`config.mk`:
```
export PLATFORM = sky130hd
export DESIGN_NAME = picorv32_mem_bridge
export DESIGN_NICKNAME = d
export VERILOG_FILES = /design/src/rtl/picorv32_mem_bridge_pkg.sv /design/src/rtl/picorv32_mem_bridge_wstrb_merge.sv /design/src/rtl/picorv32_mem_bridge.sv
export SDC_FILE = /design/constraint.sdc
export NUM_CORES = 1
export LEC_CHECK = 0
export ABC_AREA = 1
export CORE_MARGIN = 2
export CORE_UTILIZATION = 43
export DETAILED_ROUTE_END_ITERATION = 12
export HOLD_SLACK_MARGIN = 0.12
export PLACE_DENSITY = 0.86
export SYNTH_ARGS = -nofsm -noshare
export SYNTH_HDL_FRONTEND = slang
export SYNTH_HIERARCHICAL = 1
export SYNTH_SLANG_ARGS = --single-unit
```
`constraint.sdc`:
```
create_clock -name clk -period 3.8 [get_ports clk]
set_input_delay 0.76 -clock clk [delete_from_list [all_inputs] [get_ports clk]]
set_output_delay 0.76 -clock clk [all_outputs]
set_load 0.1 [all_outputs]
```
`src/rtl/picorv32_mem_bridge_pkg.sv`:
```
// Shared definitions for the PicoRV32-to-word-memory bridge: FSM encoding,
// error response word and the assumed memory read latency.
package picorv32_mem_bridge_pkg;

  typedef enum logic [2:0] {
    ST_IDLE     = 3'd0,
    ST_RD_WAIT  = 3'd1,
    ST_RMW_WAIT = 3'd2,
    ST_WR       = 3'd3,
    ST_RESP     = 3'd4
  } state_e;

  localparam logic [31:0] ERR_RDATA      = 32'hDEAD_BEEF;
  localparam int          MEM_RD_LATENCY = 1;

  function automatic logic f_is_full_word(input logic [3:0] strb);
    return (strb == 4'hF);
  endfunction

endpackage

```
`src/rtl/picorv32_mem_bridge_wstrb_merge.sv`:
```
// Byte-lane merge for read-modify-write: lanes with a set strobe take the new
// store data, all other lanes keep the word read back from memory.
module picorv32_mem_bridge_wstrb_merge #(
  parameter int WIDTH = 32
) (
  input  logic [WIDTH-1:0]   i_old,
  input  logic [WIDTH-1:0]   i_new,
  input  logic [WIDTH/8-1:0] i_strb,
  output logic [WIDTH-1:0]   o_word
);

  // Select each byte lane independently from old or new data.
  always_comb begin
    o_word = i_old;
    for (int i = 0; i < WIDTH / 8; i++) begin
      if (i_strb[i]) begin
        o_word[8*i +: 8] = i_new[8*i +: 8];
      end else begin
        o_word[8*i +: 8] = i_old[8*i +: 8];
      end
    end
  end

endmodule

```
`src/rtl/picorv32_mem_bridge.sv`:
```
// PicoRV32 native bus to synchronous word memory bridge: full-word stores go
// straight through, sub-word stores become read-modify-write, waits are bounded.
module picorv32_mem_bridge
  import picorv32_mem_bridge_pkg::*;
#(
  parameter int SIZE    = 14,
  parameter int WIDTH   = 32,
  parameter int TIMEOUT = 15
) (
  input  logic               clk,
  input  logic               rst,
  input  logic               cpu_valid,
  input  logic [31:0]        cpu_addr,
  input  logic [WIDTH-1:0]   cpu_wdata,
  input  logic [WIDTH/8-1:0] cpu_wstrb,
  output logic               cpu_ready,
  output logic [WIDTH-1:0]   cpu_rdata,
  output logic               cpu_err,
  output logic               mem_en,
  output logic               mem_write,
  output logic [SIZE-1:0]    mem_addr_o,
  output logic [WIDTH-1:0]   mem_wdata_o,
  input  logic [WIDTH-1:0]   mem_rdata_i,
  input  logic               mem_ready_i
);

  // A timeout shorter than the memory latency would fail every access.
  localparam int TO_CYCLES = (TIMEOUT > MEM_RD_LATENCY) ? TIMEOUT : MEM_RD_LATENCY + 1;
  localparam int CW        = $clog2(TO_CYCLES + 1);
  localparam logic [CW-1:0] CNT_LAST = CW'(TO_CYCLES - 1);

  state_e             r_state, w_state_nxt;
  logic [CW-1:0]      r_cnt, w_cnt_nxt;
  logic [WIDTH-1:0]   r_wdata;
  logic [WIDTH/8-1:0] r_wstrb;
  logic [SIZE-1:0]    r_mem_addr;
  logic               r_cpu_ready, w_cpu_ready_nxt;
  logic [WIDTH-1:0]   r_cpu_rdata, w_cpu_rdata_nxt;
  logic               r_cpu_err, w_cpu_err_nxt;
  logic               r_mem_en, w_mem_en_nxt;
  logic               r_mem_write, w_mem_write_nxt;
  logic [WIDTH-1:0]   r_mem_wdata, w_mem_wdata_nxt;
  logic               w_accept;
  logic               w_oob;
  logic [WIDTH-1:0]   w_merged;
  logic               w_unused;

  assign w_oob    = |cpu_addr[31:SIZE+2];
  assign w_unused = ^cpu_addr[1:0];

  picorv32_mem_bridge_wstrb_merge #(.WIDTH(WIDTH)) u_merge (
    .i_old  (mem_rdata_i),
    .i_new  (r_wdata),
    .i_strb (r_wstrb),
    .o_word (w_merged)
  );

  // Next-state and next-output decode; outputs are registered from these values.
  always_comb begin
    w_state_nxt     = r_state;
    w_cnt_nxt       = r_cnt;
    w_accept        = 1'b0;
    w_cpu_ready_nxt = 1'b0;
    w_cpu_rdata_nxt = {WIDTH{1'b0}};
    w_cpu_err_nxt   = 1'b0;
    w_mem_en_nxt    = 1'b0;
    w_mem_write_nxt = 1'b0;
    w_mem_wdata_nxt = r_mem_wdata;
    case (r_state)
      ST_IDLE: begin
        if (cpu_valid) begin
          w_accept = 1'b1;
          if (w_oob) begin
            w_state_nxt     = ST_RESP;
            w_cpu_ready_nxt = 1'b1;
            w_cpu_err_nxt   = 1'b1;
          end else if (cpu_wstrb == 4'h0) begin
            w_mem_en_nxt = 1'b1;
            w_cnt_nxt    = {CW{1'b0}};
            w_state_nxt  = ST_RD_WAIT;
          end else if (f_is_full_word(cpu_wstrb)) begin
            w_mem_en_nxt    = 1'b1;
            w_mem_write_nxt = 1'b1;
            w_mem_wdata_nxt = cpu_wdata;
            w_cpu_ready_nxt = 1'b1;
            w_state_nxt     = ST_RESP;
          end else begin
            w_mem_en_nxt = 1'b1;
            w_cnt_nxt    = {CW{1'b0}};
            w_state_nxt  = ST_RMW_WAIT;
          end
        end else begin
          w_state_nxt = ST_IDLE;
        end
      end
      ST_RD_WAIT, ST_RMW_WAIT: begin
        if (mem_ready_i && (r_state == ST_RD_WAIT)) begin
          w_cpu_ready_nxt = 1'b1;
          w_cpu_rdata_nxt = mem_rdata_i;
          w_state_nxt     = ST_RESP;
        end else if (mem_ready_i) begin
          w_mem_en_nxt    = 1'b1;
          w_mem_write_nxt = 1'b1;
          w_mem_wdata_nxt = w_merged;
          w_state_nxt     = ST_WR;
        end else if (r_cnt == CNT_LAST) begin
          w_cpu_ready_nxt = 1'b1;
          w_cpu_rdata_nxt = ERR_RDATA;
          w_cpu_err_nxt   = 1'b1;
          w_state_nxt     = ST_RESP;
        end else begin
          w_cnt_nxt = r_cnt + CW'(1);
        end
      end
      ST_WR: begin
        w_cpu_ready_nxt = 1'b1;
        w_state_nxt     = ST_RESP;
      end
      ST_RESP: begin
        w_state_nxt = ST_IDLE;
      end
      default: begin
        w_state_nxt = ST_IDLE;
      end
    endcase
  end

  // State, counter, request capture and registered outputs.
  always_ff @(posedge clk or posedge rst) begin
    if (rst) begin
      r_state     <= ST_IDLE;
      r_cnt       <= {CW{1'b0}};
      r_wdata     <= {WIDTH{1'b0}};
      r_wstrb     <= {(WIDTH/8){1'b0}};
      r_mem_addr  <= {SIZE{1'b0}};
      r_cpu_ready <= 1'b0;
      r_cpu_rdata <= {WIDTH{1'b0}};
      r_cpu_err   <= 1'b0;
      r_mem_en    <= 1'b0;
      r_mem_write <= 1'b0;
      r_mem_wdata <= {WIDTH{1'b0}};
    end else begin
      r_state     <= w_state_nxt;
      r_cnt       <= w_cnt_nxt;
      r_cpu_ready <= w_cpu_ready_nxt;
      r_cpu_rdata <= w_cpu_rdata_nxt;
      r_cpu_err   <= w_cpu_err_nxt;
      r_mem_en    <= w_mem_en_nxt;
      r_mem_write <= w_mem_write_nxt;
      r_mem_wdata <= w_mem_wdata_nxt;
      if (w_accept) begin
        r_wdata    <= cpu_wdata;
        r_wstrb    <= cpu_wstrb;
        r_mem_addr <= cpu_addr[SIZE+1:2];
      end else begin
        r_wdata    <= r_wdata;
        r_wstrb    <= r_wstrb;
        r_mem_addr <= r_mem_addr;
      end
    end
  end

  assign cpu_ready   = r_cpu_ready;
  assign cpu_rdata   = r_cpu_rdata;
  assign cpu_err     = r_cpu_err;
  assign mem_en      = r_mem_en;
  assign mem_write   = r_mem_write;
  assign mem_addr_o  = r_mem_addr;
  assign mem_wdata_o = r_mem_wdata;

endmodule

```
* After elaboration in Yosys (flattened, before gate mapping) *
Index checks and enable logic that the tools add are counted.

word-level totals
  output and inout port bits = 82
  input port bits = 104
  bits in latches = 0
  memories kept = 0
  bits in read-only memories = 0
  memory bits (writable) = 0
  register bits = 125
  logic and storage cells = 88

operators by class
  multiply operators = 0
  add/subtract/negate cells = 1
  mux-type cells = 53
  order comparisons = 0
  equal/unequal tests = 15
  divide/modulo/power cells = 0
  bitwise logic cells = 0
  shift-type cells = 0
  reductions and logical operators = 8

operators with widths
  cell                                                 number
  2-to-1 mux 32 bit                                    10
  case mux 32 bit (2 select lines)                     1
  2-to-1 mux 8 bit                                     4
  2-to-1 mux 4 bit                                     7
  2-to-1 mux 3 bit                                     7
  2-to-1 mux 1 bit                                     18
  != test 2 bit, second input constant                 8
  OR reduction 16 bit                                  1
  AND reduction 7 bit                                  2
  case mux 3 bit (3 select lines)                      1
  equality test 4 bit, second input constant           2
  case mux 4 bit (2 select lines)                      1
  equality test 3 x 2 -> 1 bit, second input constant  2
  case mux 1 bit (2 select lines)                      3
  adder 4 x 1 -> 4 bit, second input constant          1
  logical NOT 4 bit                                    1
  != test 4 bit, second input constant                 1
  equality test 3 x 1 -> 1 bit, second input constant  1
  logical NOT 3 bit                                    1
  != test 3 bit, second input constant                 1
  case mux 1 bit (3 select lines)                      1
  nonzero test 2 bit                                   1
  OR reduction 2 bit                                   1
  logical AND 1 bit                                    1

* Logic depth before layout (Yosys ltp) *
  depth in word-level cells = 6
  gate-level depth with buffers = 10
  mapped depth without buffers = 9

* Cells and area by module *
The synthesis kept the hierarchy.

modules (own cells, without submodules)
  module                           instances  cells each  sequential area each (sq um)  area an instance (sq um)
  picorv32_mem_bridge              1          624         3128.0                        5561.6
  picorv32_mem_bridge_wstrb_merge  1          104         0.0                           420.4

* Least setup slack after synthesis *
OpenSTA, ideal clock, no wires.

  kind = in2reg
  start = in cpu_addr[17]
  end = reg r_mem_wdata[16], in the netlist mem_wdata_o[16]
  arrival time = 1.612 ns
  setup slack = 2.122 ns
  stages = 9
  required time = 3.733 ns
  path buffers = 2
  setup time = 0.067 ns
  cell sequence = nor2_1 -> nand2_1 -> nor2_1 -> nand3_2 -> nand2_4 -> buf_6 -> buf_8 -> nand3_2 -> nand2_1

between the ends
  longest elaborated chain between the ends = 3

RTL lines
  item                           line                        RTL
  start: declaration             picorv32_mem_bridge.sv:13   input logic [31:0] cpu_addr,
  OR reduction 16 bit            picorv32_mem_bridge.sv:48   assign w_oob = |cpu_addr[31:SIZE+2];
  != test 2 bit (no line)        --
  AND reduction 7 bit (no line)  --
  end signal: assignment         picorv32_mem_bridge.sv:141  r_mem_wdata <= {WIDTH{1'b0}};
  end signal: assignment         picorv32_mem_bridge.sv:150  r_mem_wdata <= w_mem_wdata_nxt;
  end: declaration               picorv32_mem_bridge.sv:42   logic [WIDTH-1:0] r_mem_wdata, w_mem_wdata_nxt;

Every way passes these cells.
A chain may end at the register's enable or synchronous reset.

* Final worst setup path *
  start = reg r_mem_wdata[7], in the netlist mem_wdata_o[7]
  end = out mem_wdata_o[7]

RTL lines
  item              line                       RTL
  end: declaration  picorv32_mem_bridge.sv:22  output logic [WIDTH-1:0] mem_wdata_o,

No word-level cell between the ends.

==> metrics.txt <==
status complete, no violations; Finished Cell Area around 0.0084 mm2; storage element area 0.003128 mm2; Gates resized, CTS repair 0; kind of critical path reg2out; crit path max fanout 2; Global Route met2 Usage approximately 34%; first-pass GRT wire length roughly 24000 um; max-cap viol count 0; P&R area growth vs syn 40.05%; gr busiest metal met2; CTS clock-pin slew for the worst setup and hold paths ~0.05 ns; Required @ worst endpoint between 3 and 4 ns; placed cell areas ~0.0078 mm2; Synth Cell Area ~0.006 mm2; die width 121.9 um; Die Ht 121.9 um; Setup crit end kind primary output; fillers 1173; Tcrit/Tclk final a little under three quarters; Slowest-stage cell, CP clkdlybuf4s50_1; Routed Antenna Nets 0; # IOs between 150 and 200; Hold Fails Final Rpt 0; TNS Setup 0 ns; RSZ-0062 raised after global routing false; Slew Limit Fails 0; multi-input logic area ~0.0023 mm2; delay of the slowest critical-path stage around 1.2 ns; final wirelength 15090 um; vias per cell 4.729; die area 0.01487 mm2; Netlist cell types 28; final setup fails 0; CTS buffer count 17; clk sink count around 130; grt met1 use between 20% and 30%; Rows 43; Antenna Cells 0; Cells after Synth 728; worst-path cell chain clkdlybuf4s50_1; largest net degree at the start of global routing 49; initial antenna violation count 0; Layout Skew 0.009975 ns; crit path buf inv count 1; setup bufs post-CTS 0; Routed wire per std cell ~14 um; Detailed Route Iter0 Violations roughly 320; HP Class reg2reg; first-pass iteration count of the detailed router 5; vias in the first global route between 5000 and 6000; post-synthesis net count between 800 and 900; Yosys reg bits ~130; H-tree levels 4; CTS Hold Buffers Added 0; Port Buffer Count ~180; drt drc 0; sequential area share after synthesis 52.29%; core area approximately 0.014 mm2; warnings from Yosys 6; Lkg Pwr a little over 4 nW; Slew @ Worst Pin approximately 1.0 ns; gpl congestion 0.8311; Max Freq 370.7 MHz; critical path's top delay family buffers and inverters; Initial Util between 40% and 50%; Peak VDD IR around 0.0003 V; share of cells above drive strength 1 under 10%; vias just over 5000; dpl hpwl about 10000 um; power density cells just over 500 mW/mm2; Overflow after GRT 0; final worst path period need around 2.7 ns; Avg Inst Size Synth roughly 8 um2; gr usage total about a fifth; Slew HR a little under a third; CTS tree built; final net count around 1000; clk_lat worst skew between 0.4 and 0.5 ns; met3 Usage GRT approximately 7.1%; Clock Path Buffers 2; Worst setup SP type flip-flop; Critical Path AT about 1.9 ns; Root Buffer Master clkbuf_16
[state kept, by name, indices dropped and copies added (netlist names)]
name,count
r_wdata,32
mem_addr_o,14
mem_wdata_o,32
r_wstrb,4
cpu_rdata,32
r_cnt,4
mem_en,1
mem_write,1
r_state,3
cpu_err,1
cpu_ready,1
[cell usage in the layout (no fill, tap or decap), drive strengths merged]
cell type / instances
a21oi: 2
buf: 8
bufinv: 1
clkbuf: 26
clkdlybuf4s50: 183
clkinv: 3
clkinvlp: 3
dfrtp: 125
ha: 2
inv: 56
nand2: 308
nand3: 44
nand4: 1
nor2: 78
nor3: 1
o21ai: 71
xnor2: 1
xor2: 1
[cells in the mapped netlist (all sizes together)]
master,count,area share (%)
nand2,308,20
dfrtp,125,52
nor2,78,5.5
o21ai,71,5.9
inv,57,3.6
nand3,44,6.6
buf,29,4.5
clkbuf,8,0.50
a21oi,2,0.36
ha,2,0.42
nand4,1,0.10
nor3,1,0.17
xnor2,1,0.15
xor2,1,0.15
[per-stage QoR]
stage / hold WS (ns) / util [%] / power [mW] / worst slack [ns] / instances
2_1_floorplan: 0.4529 / - / 2.463 / 1.501 / 728
3_3_place_gp: 0.4539 / 57.06 / 2.798 / 1.044 / 1062
3_5_place_dp: 0.4583 / 57.06 / 2.817 / 0.9964 / 1062
4_1_cts: 0.4718 / 61.07 / 4.336 / 1.079 / 1094
5_1_grt: 0.4960 / 61.07 / 4.477 / 1.043 / 1094
6_report: 0.4720 / 61.07 / 4.303 / 1.102 / 1094
[cell type report]
type                            count  share of cell area (%)
Tap cell                          180                   2.688
Multi-Input combinational cell    509                   27.94
Clock buffer                       26                   5.839
Timing Repair Buffer              191                   22.88
Inverter                           57                   2.599
Clock inverter                      6                  0.7168
Sequential cell                   125                   37.34
[power by group]
part	internal, mW	leakage [nW]	switching (mW)	total (mW)
registers	1.47	1.63	0.0919	1.56
clock network	0.946	0.264	0.560	1.51
logic	0.329	2.25	0.906	1.23
[worst paths after layout]
| kind | start | slack (ns) | cells past startpoint | to |
|---|---|---|---|---|
| setup / recovery | mem_wdata_o[7] | 1.10 | 1 | mem_wdata_o[7] |
| min in group asynchronous | rst | 0.85 | 2 | r_wdata[5] |
| hold reg to reg | mem_wdata_o[5] | 0.47 | 2 | mem_wdata_o[5] |
| max in group asynchronous | rst | 2.26 | 3 | r_wdata[28] |
| setup reg to reg | r_state[0] | 1.65 | 8 | mem_wdata_o[2] |
| hold / removal | mem_wdata_o[5] | 0.47 | 2 | mem_wdata_o[5] |
[per-layer routing]
metal / share of wire (%) / up-vias
li1: - / 2583
met1: 42 / 2385
met2: 48 / 182
met3: 8.1 / 23
met4: 1.8 / 0
met5: 0 / -
[cells by family (layout without fill, tap and decap cells)]
logic type / count (synthesis) / in the layout / synth area share (%)
flops: 125 / 125 / 52.29
compound gates: 73 / 73 / 6.296
simple gates: 432 / 432 / 32.13
xor+xnor: 2 / 2 / 0.2929
buf+inv: 94 / 280 / 8.576
fa+ha+maj: 2 / 2 / 0.4183
No activity file was read; power rests on OpenSTA's default activity.
